$ cat src/rtl/my_pkg.sv
// Shared pipeline types: data/address widths and the ID/EX pipeline word.
// Latency: n/a (types and constants only).
// Backpressure: n/a.
package my_pkg;

  localparam int WD         = 32;  // data word width
  localparam int SEL        = 5;   // register address width
  localparam int PCNT_W_DEF = 16;  // default load-use stall counter width

  // Contents of the ID/EX pipeline register (valid bit kept separately).
  typedef struct packed {
    logic [WD-1:0]  op1;
    logic [WD-1:0]  op2;
    logic [WD-1:0]  imm;
    logic [SEL-1:0] rd;
    logic           we;
    logic           is_load;
  } id_ex_t;

endpackage

$ cat src/rtl/id_ex_stage_operand_bypass.sv
// Operand select: zero register, same-cycle write-back bypass, else register file data.
// Latency: purely combinational, zero cycles.
// Backpressure: none; output follows inputs every cycle.
//   rs_i      : source register address
//   rf_rd_i   : asynchronous register file read data for rs_i
//   wb_*_i    : write-back port seen by the register file this cycle
//   op_o      : selected operand
module operand_bypass
  import my_pkg::*;
#(
  parameter int WD       = my_pkg::WD,
  parameter int SEL      = my_pkg::SEL,
  parameter int ZERO_REG = 1
) (
  input  logic [SEL-1:0] rs_i,
  input  logic [WD-1:0]  rf_rd_i,
  input  logic           wb_we_i,
  input  logic [SEL-1:0] wb_rd_i,
  input  logic [WD-1:0]  wb_data_i,
  output logic [WD-1:0]  op_o
);

  logic zero_hit;
  logic wb_hit;

  assign zero_hit = (ZERO_REG != 0) && (rs_i == '0);
  // The register file only commits at the edge, so a write landing this
  // cycle must be forwarded from the write-back port directly.
  assign wb_hit   = wb_we_i && (wb_rd_i == rs_i);

  always_comb begin
    op_o = rf_rd_i;
    if (zero_hit) begin
      op_o = '0;
    end else if (wb_hit) begin
      op_o = wb_data_i;
    end
  end

endmodule

$ cat src/rtl/id_ex_stage.sv
// ID/EX stage: drives RF read addresses, bypasses write-back, registers operands+control.
// Latency: one cycle from ID inputs to ex_* outputs.
// Backpressure: holds ex_* while !ex_ready_i; id_stall_o asserts on load-use hazard or EX stall.
//   Ports: clk/reset; id_* decoded instruction; rf_ra*_o / rf_rd*_i register file read;
//   wb_* write-back port; ex_ready_i / flush_i from EX; ex_* pipeline register outputs;
//   id_stall_o hold request to ID; stall_cnt_o saturating load-use stall cycle count.
module id_ex_stage
  import my_pkg::*;
#(
  parameter int WD       = my_pkg::WD,
  parameter int SEL      = my_pkg::SEL,
  parameter int ZERO_REG = 1,
  parameter int PCNT_W   = my_pkg::PCNT_W_DEF
) (
  input  logic              clk,
  input  logic              reset,
  input  logic              id_valid_i,
  input  logic [SEL-1:0]    id_rs1_i,
  input  logic [SEL-1:0]    id_rs2_i,
  input  logic [SEL-1:0]    id_rd_i,
  input  logic              id_we_i,
  input  logic              id_is_load_i,
  input  logic [WD-1:0]     id_imm_i,
  output logic [SEL-1:0]    rf_ra1_o,
  output logic [SEL-1:0]    rf_ra2_o,
  input  logic [WD-1:0]     rf_rd1_i,
  input  logic [WD-1:0]     rf_rd2_i,
  input  logic              wb_we_i,
  input  logic [SEL-1:0]    wb_rd_i,
  input  logic [WD-1:0]     wb_data_i,
  input  logic              ex_ready_i,
  input  logic              flush_i,
  output logic              ex_valid_o,
  output logic [WD-1:0]     ex_op1_o,
  output logic [WD-1:0]     ex_op2_o,
  output logic [WD-1:0]     ex_imm_o,
  output logic [SEL-1:0]    ex_rd_o,
  output logic              ex_we_o,
  output logic              ex_is_load_o,
  output logic              id_stall_o,
  output logic [PCNT_W-1:0] stall_cnt_o
);

  logic [WD-1:0]     op1_sel;
  logic [WD-1:0]     op2_sel;
  logic              adv;
  logic              hazard;
  logic              rd_is_zero;

  logic              ex_valid_q, ex_valid_d;
  id_ex_t            ex_q, ex_d;
  logic [PCNT_W-1:0] stall_cnt_q, stall_cnt_d;

  assign rf_ra1_o = id_rs1_i;
  assign rf_ra2_o = id_rs2_i;

  operand_bypass #(.WD(WD), .SEL(SEL), .ZERO_REG(ZERO_REG)) u_byp_op1 (
    .rs_i      (id_rs1_i),
    .rf_rd_i   (rf_rd1_i),
    .wb_we_i   (wb_we_i),
    .wb_rd_i   (wb_rd_i),
    .wb_data_i (wb_data_i),
    .op_o      (op1_sel)
  );

  operand_bypass #(.WD(WD), .SEL(SEL), .ZERO_REG(ZERO_REG)) u_byp_op2 (
    .rs_i      (id_rs2_i),
    .rf_rd_i   (rf_rd2_i),
    .wb_we_i   (wb_we_i),
    .wb_rd_i   (wb_rd_i),
    .wb_data_i (wb_data_i),
    .op_o      (op2_sel)
  );

  assign adv        = !ex_valid_q || ex_ready_i;
  assign rd_is_zero = (ZERO_REG != 0) && (ex_q.rd == '0);

  // Load result is not available until after EX, so a dependent instruction
  // must wait one cycle behind it. The zero register is never a real dependency.
  assign hazard = id_valid_i && ex_valid_q && ex_q.is_load && ex_q.we &&
                  ((ex_q.rd == id_rs1_i) || (ex_q.rd == id_rs2_i)) && !rd_is_zero;

  assign id_stall_o = id_valid_i && (hazard || !adv);

  always_comb begin
    ex_valid_d  = ex_valid_q;
    ex_d        = ex_q;
    stall_cnt_d = stall_cnt_q;

    if (flush_i) begin
      ex_valid_d = 1'b0;
      ex_d       = '0;
    end else if (adv && (hazard || !id_valid_i)) begin
      // Bubble: zeroed payload so a stale load/we can never match a hazard.
      ex_valid_d = 1'b0;
      ex_d       = '0;
    end else if (adv) begin
      ex_valid_d     = 1'b1;
      ex_d.op1       = op1_sel;
      ex_d.op2       = op2_sel;
      ex_d.imm       = id_imm_i;
      ex_d.rd        = id_rd_i;
      ex_d.we        = id_we_i;
      ex_d.is_load   = id_is_load_i;
    end

    if (hazard && (stall_cnt_q != '1)) begin
      stall_cnt_d = stall_cnt_q + 1'b1;
    end
  end

  always_ff @(posedge clk or posedge reset) begin
    if (reset) begin
      ex_valid_q  <= 1'b0;
      ex_q        <= '0;
      stall_cnt_q <= '0;
    end else begin
      ex_valid_q  <= ex_valid_d;
      ex_q        <= ex_d;
      stall_cnt_q <= stall_cnt_d;
    end
  end

  assign ex_valid_o   = ex_valid_q;
  assign ex_op1_o     = ex_q.op1;
  assign ex_op2_o     = ex_q.op2;
  assign ex_imm_o     = ex_q.imm;
  assign ex_rd_o      = ex_q.rd;
  assign ex_we_o      = ex_q.we;
  assign ex_is_load_o = ex_q.is_load;
  assign stall_cnt_o  = stall_cnt_q;

endmodule

$ cat config.mk
export PLATFORM = sky130hd
export DESIGN_NAME = id_ex_stage
export DESIGN_NICKNAME = d
export VERILOG_FILES = /design/src/rtl/my_pkg.sv /design/src/rtl/id_ex_stage_operand_bypass.sv /design/src/rtl/id_ex_stage.sv
export SDC_FILE = /design/constraint.sdc
export NUM_CORES = 1
export LEC_CHECK = 0
export ABC_AREA = 1
export CORE_MARGIN = 2
export CORE_UTILIZATION = 48
export DETAILED_ROUTE_END_ITERATION = 6
export PLACE_DENSITY = 0.85
export SLEW_MARGIN = 30
export SYNTH_ARGS = -nofsm -noshare
export SYNTH_HDL_FRONTEND = slang
export SYNTH_HIERARCHICAL = 1
export SYNTH_SLANG_ARGS = --single-unit
$ cat constraint.sdc
create_clock -name clk -period 7.3 [get_ports clk]
set_input_delay 0.73 -clock clk [delete_from_list [all_inputs] [get_ports clk]]
set_output_delay 0.73 -clock clk [all_outputs]
set_load 0.1 [all_outputs]
==> results list, run 1 <==
* Floorplan die width: 126 um
* Total placed instance area: 9860 sq um
- Clock tree sinks: 120
* Maximum number of pins on one net before global-route repair: 105
* Post-Synthesis Net Count: 1204
* Achievable frequency: 255 MHz
* Maximum fanout along the worst path: 6
- Worst hold path startpoint: ex_imm_o[16]$_DFFE_PP0P_
- Post-Syn Area per Cell: 6.81 sq um
- DR WL met2: 11.1 mm
- Area added between synthesis and finish: 47.8%
- Crit share post-route: 0.537
* End of the worst register-to-register path: ex_op2_o[21]$_DFFE_PP0P_
* Mapped Area: 7130 sq um
- Of all flip-flops after synthesis, the portion carrying an async set or reset was 1.00.
- The number of antenna violations at the first check in global routing is 0.
- Headroom to the max-slew limit came out at 0.302.
* Global route total overflow: 0
- Effective utilization at floorplan: 0.491
- Category of the worst setup path launch point: input pin
* First-pass GRT wire length: 38.0 mm
- The initialized floorplan defines 44 standard-cell rows.
- Hold Crit Endpoint: ex_imm_o[16]$_DFFE_PP0P_
- Filler Cell Count: 1168
- The die covers 15900 sq um.
- Once the clock tree was built, the resizer swapped 0 gates to a different size.
- During I/O placement, the number of pins put on the boundary was 287.
- Status: finished, final reports clean
- At the later pin of the worst-skew pair, clock insertion delay measures 0.42 ns.
- Worst Tran Pin Value: 1.04 ns
- Across all layers, the routed design uses 7762 vias.
* Kind of critical path: in2out
- Last weighted congestion value of the routability-driven placer: 0.851
* Core area: 14500 sq um
- Number of enable-type register cells in the synthesized netlist: 0
* Clock slew seen by the registers of the worst setup and hold paths: 0.05 ns
* R2R depth: 10
- Dividing the detail-routed wire length by the instance count gives 16.0 um.
* Total leakage power: 5.56 nW
* Number of diodes added for antenna fixing: 0
- Total global routing track utilization: 0.299
- Utilization of the core after routing: 0.725
* Routed length on met1: 9.96 mm
* Total area of sequential cells: 3000 sq um
* Vias in the first global route: 7236
- Summed over all layers, the routed wires come to 23.8 mm.
- The worst register-to-register path has a setup slack of 5.16 ns.
* Main area contributors after synthesis: dfrtp_1 42%, nand2_1 21%, nand4_1 9.3%
* # hold bufs at CTS: 0
* Via density per instance: 5.24
* Layout Cells excl Fill: 1481
- Maximum level of the CTS H-tree: 4
- Number of cells on the worst hold path: 2
- Once detailed placement completed, the half-perimeter wirelength came to 15.6 mm.
* Total count of max-transition violations in the final report: 0
- Data arrival, critical path: 3.19 ns
* Share of post-route cells with drive strength above 1: 0.0609
* Critical Path RT: 6.57 ns
- Post-route cell area: 10500 sq um
* Area fraction of the dominant cell type after synthesis: 0.421
- Placed cells: 1449
* Final setup viols: 0
- DRC errors left: 0
- The synthesized design spends more area on one cell type than any other, namely dfrtp_1.
* Power per cell area: 208 nW/um^2
- Buffer count from post-CTS setup fixing: 0
- The worst setup path is captured at an output pin.
- Final nets: 1441
- From bottom edge to top edge, the die measures 126 um.
- The count of nets left with antenna violations once routing finished came out at 0.
* Seq cells post-synth: 120
* Startpoint of the worst register-to-register path: ex_rd_o[0]$_DFFE_PP0P_
- Master cell of the clock root buffer: clkbuf_16
* Ys flop type: dfrtp_1
* Reported max-cap violation count: 0
- Final Hold Viols: 0
* Total area of multi-input combinational cells: 3290 sq um
- Post-Route Setup TNS: 0 ns
- Min Tclk post-route: 3.92 ns
- DR iter-0 viols: 698
- During placement, the flow inserted port buffers numbering 286.
- The tightest min-delay check is of the reg2reg type.
- Counting the buffers created by CTS gives 17.
- Detailed routing placed a total of 1.73 mm of wire on met3.
* IR Drop Worst-Case VDD: 159 uV
- In this run, distinct cell masters in the synthesized netlist total 24.
- Worst Skew: 0.0101 ns
- During synthesis, Yosys emitted a total of 6 warnings.
- Clock tree from TritonCTS: yes
- Bufs on Longest Clock Path: 2
* Sequential cell area fraction in the yosys report: 0.421
* Drt first pass iters: 5
- Setup repair after global routing missed its margin: no
- Number of standard cells after synthesis: 1047
- After detailed routing, no signal wire sits above met4.
[per-layer routing]
metal  vias to the layer above  GRT usage
met1                      3629      0.398
met4                         0      0.132
met3                        60     0.0544
met5                         -          0
met2                       352      0.478
li1                       3721          -
[cell usage in the layout, fill, tap and decap left out, types with 2 or more instances in the layout]
master / count
a21oi_1: 2
buf_2: 6
buf_4: 2
buf_6: 5
bufinv_16: 6
clkbuf_16: 17
clkbuf_8: 2
clkdlybuf4s50_1: 280
clkinv_2: 2
clkinvlp_4: 3
dfrtp_1: 120
inv_1: 110
inv_2: 4
nand2_1: 399
nand2_2: 16
nand2_4: 2
nand3_1: 12
nand3_4: 2
nand4_1: 106
nor2_1: 148
nor2_2: 7
nor2_4: 2
nor3_1: 6
o21ai_0: 3
o21ai_1: 12
xnor2_1: 10
xor2_1: 6
[Yosys cell counts (6+ instances only)]
cell	n
buf_2	24
buf_4	10
buf_6	12
clkbuf_1	24
dfrtp_1	120
inv_1	111
nand2_1	400
nand2_2	17
nand3_1	13
nand4_1	106
nor2_1	150
nor2_2	7
nor3_1	6
o21ai_1	12
xnor2_1	10
xor2_1	6
[logic make-up after synthesis]
family / Yosys count / share of synthesized area
compound gates: 17 / 0.0119
buf+inv: 190 / 0.122
xor+xnor: 16 / 0.0196
fa+ha+maj: 1 / 0.00175
simple gates: 703 / 0.424
flops: 120 / 0.421
[critical path, cell delays in order]
cell and delay, ns:
clkdlybuf4s50_1 0.59, inv_1 0.06, nand2_1 0.06, nand2_1 0.05, nor2_1 0.11, nand3_1 0.08, nand2_1 0.17, nand2_4 0.07
a21oi_1 0.13, clkdlybuf4s50_1 1.14
[where the power goes]
group | internal, mW | total [mW] | leakage, nW | switching [mW]
clock | 0.657 | 0.963 | 0.322 | 0.305
combinational | 0.161 | 0.522 | 3.61 | 0.361
sequential | 0.693 | 0.710 | 1.63 | 0.0178
[how the worst max path moves through the flow]
stage	cells past startpoint	to	slack, ns	start
floorplan	9	id_stall_o	3.34	ex_rd_o[1]$_DFFE_PP0P_
finish	10	id_stall_o	3.38	id_rs2_i[1]
global route	10	id_stall_o	3.21	id_rs1_i[1]
CTS	10	id_stall_o	3.40	id_rs1_i[1]
detailed placement	10	id_stall_o	3.41	id_rs1_i[1]
global placement	10	id_stall_o	3.43	id_rs1_i[1]
[flip-flops by register name (all words and copies together), names as in the netlist]
| register | count |
|---|---|
| stall_cnt_o | 16 |
| ex_is_load_o | 1 |
| ex_valid_o | 1 |
| ex_imm_o | 32 |
| ex_op2_o | 32 |
| ex_we_o | 1 |
| ex_op1_o | 32 |
| ex_rd_o | 5 |
[final cells by class]
cell class              instances  share of cell area
inverters                     115              0.0412
clock inverters                12              0.0210
well taps                     184              0.0218
multi-input cells             737               0.312
repair buffers                293               0.275
clock buffers                  20              0.0433
flip-flops and latches        120               0.285
[through the flow]
stage / setup slack [ns] / hold slack [ns] / power, mW
3_5_place_dp: 3.41 / 0.463 / 1.24
5_1_grt: 3.21 / 0.491 / 2.27
6_report: 3.38 / 0.474 / 2.20
3_3_place_gp: 3.43 / 0.462 / 1.24
2_1_floorplan: 3.34 / 0.793 / 1.06
4_1_cts: 3.40 / 0.478 / 2.21
No activity file was read; power rests on OpenSTA's default activity.
==> inputs of run 2 (changes only) <==
- CORE_UTILIZATION: 48 -> 44
- PLACE_DENSITY: 0.85 -> 0.78
- clock period: 7.3 -> 3.7 ns (I/O delays scaled with it)
==> results list, run 2 (same netlist as run 1, synthesis figures left out) <==
- Status: finished, final reports clean
- Peak-usage layer in the global routing report: met2
- Later-pin clock latency in the skew report: 0.42 ns (about the same)
* DRC errors left: 0 (unchanged)
- The cell count after placement is 1483 (+2.3%).
- The number of filler instances in the final layout was 1397 (+20%).
* Total of cells resized after clock tree synthesis: 0 (unchanged)
- The buffer levels on the longest clock path came to 2 (unchanged).
- Library cell appearing most often on the critical path: clkdlybuf4s50_1
* Max stage delay cell, worst path: clkdlybuf4s50_1
- The required time of the worst setup path came to 3.33 ns (-3.24 ns).
- Average wire per standard cell: 15.5 um (-3.2%)
- DPL Wire Length: 15.3 mm (-2.0%)
* Power per cell area: 391 nW/um^2 (+88%)
- The fraction of layout cells with a size suffix above 1 is 0.0655 (+0.00458).
- Core Rows: 46 (+4.5%)
- Total area of multi-input combinational cells: 3290 sq um (-0.15%)
* Worst relative slew slack: 0.302 (+0.000496)
- Total count of max-transition violations in the final report: 0 (unchanged)
- Buffer count from post-CTS setup fixing: 0 (unchanged)
- Effective utilization at floorplan: 0.449 (-0.0417)
* Last weighted congestion value of the routability-driven placer: 0.871 (+2.3%)
* Total leakage power: 5.56 nW (about the same)
* Global Route met1 Usage: 0.362 (-0.0359)
- Clock buffer count from CTS: 17 (unchanged)
- The accumulated negative setup slack was 0 ns (unchanged).
- The die area came to 17200 sq um (+8.8%).
- Category of the worst setup path launch point: input pin
- Critical Path, Cell by Cell: clkdlybuf4s50_1 -> clkdlybuf4s50_1
- Maximum level of the CTS H-tree: 4 (unchanged)
- TritonCTS built the clock tree.
- Utilization of the core after routing: 0.664 (-0.0612)
- The die boundary width is 131 um (+4.3%).
- The number of non-filler instances in the completed layout is 1514 (+2.2%).
* Buffers plus inverters on the worst setup path: 2 (-1)
* Start point of the critical path: id_rs1_i[0]
- The synthesis-to-finish area growth is 47.9% (about the same).
- The delay of the slowest critical-path stage came to 1.17 ns (+0.03 ns).
* Global route total overflow: 0 (unchanged)
* Most common cell after layout, fill and taps aside: nand2_1
- The total number of vias was 7654 (-1.4%).
- The die span in y was 131 um (+4.3%).
- Highest-count cells in the layout ignoring fill and taps: 399 x nand2_1, 273 x clkdlybuf4s50_1, 148 x nor2_1, 120 x dfrtp_1, 110 x inv_1
* Clock slew seen by the registers of the worst setup and hold paths: 0.05 ns (about the same)
- Vias in the first global route: 7135 (-1.4%)
- The pin count of the biggest net entering global routing was 105 (unchanged).
- The path class of the tightest hold or removal check is in2async.
- Endpoint kind of the worst setup timing path: output pin
* Maximum fanout along the worst path: 5 (-1)
* Routed wire length: 23.5 mm (-1.1%)
- Master cell of the clock root buffer: clkbuf_16
- Final setup viols: 0 (unchanged)
- Core area: 15900 sq um (+9.3%)
- Worst Skew: 0.00673 ns (-0.00334 ns)
* First-pass GRT wire length: 38.0 mm (about the same)
- Crit share post-route: 0.667
- # hold bufs at CTS: 0 (unchanged)
* Port Buffer Count: 286 (unchanged)
- DRT antenna net count: 0 (unchanged)
* Worst Tran Pin Value: 1.04 ns (-0.000742 ns)
- Final Hold Viols: 0 (unchanged)
* Min Tclk post-route: 2.47 ns
* Antenna violations before repair: 0 (unchanged)
- The number of iterations in the first detailed-routing pass is 5 (unchanged).
- Number of diodes added for antenna fixing: 0 (unchanged)
* IR Drop Worst-Case VDD: 317 uV (+99%)
- Via density per instance: 5.06 (-3.5%)
- The met3 track demand over resource came to 0.0613 (+0.00697).
- Total global routing track utilization: 0.273 (-0.0255)
- Cell family contributing the most delay on the critical path: buffers and inverters
- DR iter-0 viols: 606 (-13%)
* Met2 layer usage reported by global route: 0.432 (-0.0460)
- Clock tree sinks: 120 (unchanged)
* Final nets: 1443 (+0.14%)
- The critical path in this run is classified as in2out.
- The I/O pin count was 287 (unchanged).
- The endpoint arrival time on the critical path was 2.10 ns (-1.09 ns).
* Reported max-cap violation count: 0 (unchanged)
- Achievable frequency: 405 MHz
* Setup repair after global routing missed its margin: no
- Startpoint of the worst register-to-register path: ex_rd_o[0]$_DFFE_PP0P_
- The area used by sequential logic in the layout was 3000 sq um (unchanged).
[run 2: cell types whose count changed in the layout (fill, tap and decap cells not counted), sizes merged]
cell | previous run | this run
buf | 13 | 22
clkbuf | 20 | 22
clkdlybuf4s50 | 280 | 273
bufinv | 6 | 3
clkinvlp | 3 | 1
clkinv | 3 | 5
[run 2: layer usage]
metal / share of wire / wire length [um]
met4: 0.032 / 762
met3: 0.077 / 1810
met2: 0.46 / 10800
met1: 0.43 / 10100
met5: 0 / 0
[run 2: path summary, 6_finish.rpt]
check                                           end  slack [ns]  cells past startpoint
min reg2reg                 ex_op1_o[2]$_DFFE_PP0P_        0.47                      2
min in group clk            ex_op1_o[2]$_DFFE_PP0P_        0.47                      2
max in group asynchronous  ex_op2_o[24]$_DFFE_PP0P_        2.44                      3
max                                     rf_ra1_o[0]        1.23                      2
max reg2reg                ex_op2_o[21]$_DFFE_PP0P_        1.66                     10
min                        ex_imm_o[27]$_DFFE_PP0P_        0.42                      2
[run 2: stage by stage]
stage	instance area [sq um]	total power [mW]	setup slack, ns	hold WS [ns]
3_5_place_dp	9960	2.45	1.04	0.461
3_3_place_gp	9960	2.45	1.02	0.462
4_1_cts	10600	4.16	1.21	0.460
6_report	10500	4.13	1.23	0.417
5_1_grt	10500	4.28	1.11	0.494
2_1_floorplan	7130	2.09	0.0979	0.433
[run 2: where the power goes]
group          switching, mW  internal (mW)
Sequential            0.0348           1.37
Clock                  0.594           1.10
Combinational          0.707          0.323
Total                   1.34           2.79
[run 2: area by class of cell]
cell class,instances,area share
repair buffers,295,0.280
inverters,115,0.0412
clock inverters,9,0.0116
flip-flops and latches,120,0.285
multi-input cells,737,0.312
well taps,216,0.0256
clock buffers,22,0.0450
==> inputs of run 3 (changes only) <==
- clock period: 3.7 -> 2.5 ns (I/O delays scaled with it)
==> results list, run 3 (same netlist as run 1, synthesis figures left out) <==
- The footprint of the multi-input gates came to 3290 sq um (+0.11%).
* Average wire per standard cell: 15.4 um (-1.1%)
- Clock slew seen by the registers of the worst setup and hold paths: 0.06 ns (about the same)
- The number of filler instances in the final layout was 1457 (+4.3%).
- Post-route setup slack: 0.334 ns (-0.898 ns)
* Total placed instance area: 9780 sq um (-1.8%)
- Vias in the first global route: 7448 (+4.4%)
- The register-to-register path setup slack is 0.64 ns (-1.02 ns).
- Critical Path, Cell by Cell: inv_1 -> nand2_1 -> nand2_1 -> nor2_1 -> nand3_1 -> nand2_1 -> nand2_4 -> a21oi_2 -> buf_12
- Slowest stage delay, CP: 0.45 ns (-0.72 ns)
- Antenna violations before repair: 0 (unchanged)
- TritonCTS built the clock tree.
- Status: finished, final reports clean
* Total global routing track utilization: 0.278 (+0.00486)
* Final nets: 1455 (+0.83%)
- Total count of max-transition violations in the final report: 0 (unchanged)
- Compared with the post-synthesis result, the final layout area differs by 45.3%.
* Core area: 15900 sq um (unchanged)
* Effective utilization at floorplan: 0.449 (unchanged)
- The clock sink count was 120 (unchanged).
- The die boundary width is 131 um (unchanged).
- Highest-count cells in the layout ignoring fill and taps: 399 x nand2_1, 155 x clkdlybuf4s50_1, 148 x nor2_1, 145 x buf_4, 120 x dfrtp_1
* Maximum fanout along the worst path: 5 (unchanged)
* Achievable frequency: 462 MHz
- In this run the worst hold path is classified as in2async.
* Max stage delay cell, worst path: dfrtp_1
* Setup repair after global routing missed its margin: no
- Worst Skew: 0.00966 ns (+0.00293 ns)
- The row count is 46 (unchanged).
- Routed wire length: 23.4 mm (-0.24%)
* DRC errors left: 0 (unchanged)
- The pin count of the biggest net entering global routing is 77 (-27%).
- CTS placed an instance of clkbuf_16 at the clock tree root.
- Via density per instance: 4.98 (-1.5%)
- The total setup violations reported at the end of the flow came to 0 (unchanged).
- Crit share post-route: 0.867
- The worst setup path is of the reg2out kind.
- Most common cell after layout, fill and taps aside: nand2_1
* Maximum level of the CTS H-tree: 4 (unchanged)
- The worst ir drop on vdd was 538 uV (+70%).
- Reported max-cap violation count: 0 (unchanged)
* Hold WS: 0.275 ns (-0.142 ns)
* Drt first pass iters: 6 (+1)
- In this design, the critical path's most frequently occurring cell is nand2_1.
- Power per cell area: 583 nW/um^2 (+49%)
- The residual antenna-violating net count after detailed routing was 0 (unchanged).
* Final Hold Viols: 0 (unchanged)
- The worst slew margin relative to its limit is 0.580 (+0.277).
- Count of pins on the block boundary: 287 (unchanged)
- Buffer count from post-CTS setup fixing: 0 (unchanged)
- The smallest clock period supported by the final layout is computed as 2.17 ns.
* Total area of sequential cells: 3000 sq um (unchanged)
- DR iter-0 viols: 515 (-15%)
- Total of cells resized after clock tree synthesis: 0 (unchanged)
- First-pass GRT wire length: 38.8 mm (+2.2%)
- Total leakage power: 5.81 nW (+4.5%)
* Critical Path RT: 2.25 ns (-1.08 ns)
- The total number of vias was 7605 (-0.64%).
- The fraction of layout cells with a size suffix above 1 is 0.166 (+0.100).
* Die outline area: 17200 sq um (unchanged)
- Bufs on Longest Clock Path: 2 (unchanged)
- The count of hold-fix buffers inserted at cts was 0 (unchanged).
- Worst Tran Pin Value: 0.629 ns (-0.414 ns)
- The placer's final routability congestion estimate came to 0.901 (+3.4%).
- The half-perimeter wire length after placement was 16.5 mm (+8.3%).
- The number of buffers inserted during clock tree synthesis came to 17 (unchanged).
- The area of all placed cells without fillers was 10400 sq um (-1.7%).
* Worst slack at placement: 0.309 ns (-0.734 ns)
- The worst setup path is launched from a register.
* Later-pin clock latency in the skew report: 0.42 ns (about the same)
- Global route total overflow: 0 (unchanged)
- The number of I/O port buffers is 286 (unchanged).
* Data arrival, critical path: 1.92 ns (-0.18 ns)
* Die height: 131 um (unchanged)
- STA classifies the critical path endpoint as an output pin.
==> run 3: routing by layer <==
| layer | GRT usage | up-vias | part of all wire |
|---|---|---|---|
| met5 | 0 | - | 0 |
| li1 | - | 3745 | - |
| met3 | 0.0729 | 48 | 0.075 |
| met4 | 0.109 | 0 | 0.032 |
| met2 | 0.446 | 290 | 0.46 |
| met1 | 0.360 | 3522 | 0.43 |
==> run 3: metrics by stage <==
step	cells	util	setup TNS, ns	power, mW
2_1_floorplan	1047	-	-0.421	3.09
3_3_place_gp	1495	0.616	0	3.61
3_5_place_dp	1495	0.616	0	3.62
4_1_cts	1526	0.652	0	6.09
5_1_grt	1526	0.652	0	6.27
6_report	1527	0.653	0	6.04
==> run 3: final cells by class <==
type / count / area share
Timing Repair Buffer: 307 / 0.268
Clock buffer: 18 / 0.0414
Antenna cell: 1 / 0.000241
Sequential cell: 120 / 0.290
Clock inverter: 13 / 0.0151
Inverter: 115 / 0.0420
Tap cell: 216 / 0.0261
Multi-Input combinational cell: 737 / 0.317
==> run 3: worst max-delay path, delay by kind of cell (launching register included) <==
family,cells,cell delay (ns)
and+or+nand+nor,6,0.56
DFF,1,0.45
AOI/OAI and AO/OA,1,0.18
buffers and inverters,2,0.32
==> run 3: worst paths after layout <==
kind,startpoint,endpoint,cells past startpoint
max in group asynchronous,reset,ex_op2_o[22]$_DFFE_PP0P_,3
worst min-delay path,reset,ex_imm_o[1]$_DFFE_PP0P_,2
worst min register to register,ex_op1_o[27]$_DFFE_PP0P_,ex_op1_o[27]$_DFFE_PP0P_,2
min in group clk,id_imm_i[20],ex_imm_o[20]$_DFFE_PP0P_,3
worst max register to register,stall_cnt_o[0]$_DFFE_PP0P_,stall_cnt_o[4]$_DFFE_PP0P_,8
worst max-delay path,ex_rd_o[1]$_DFFE_PP0P_,id_stall_o,9
==> run 3: power by group <==
part	internal [mW]	switching, mW
registers	2.02	0.0520
logic	0.460	1.05
clock network	1.55	0.906
total	4.03	2.01
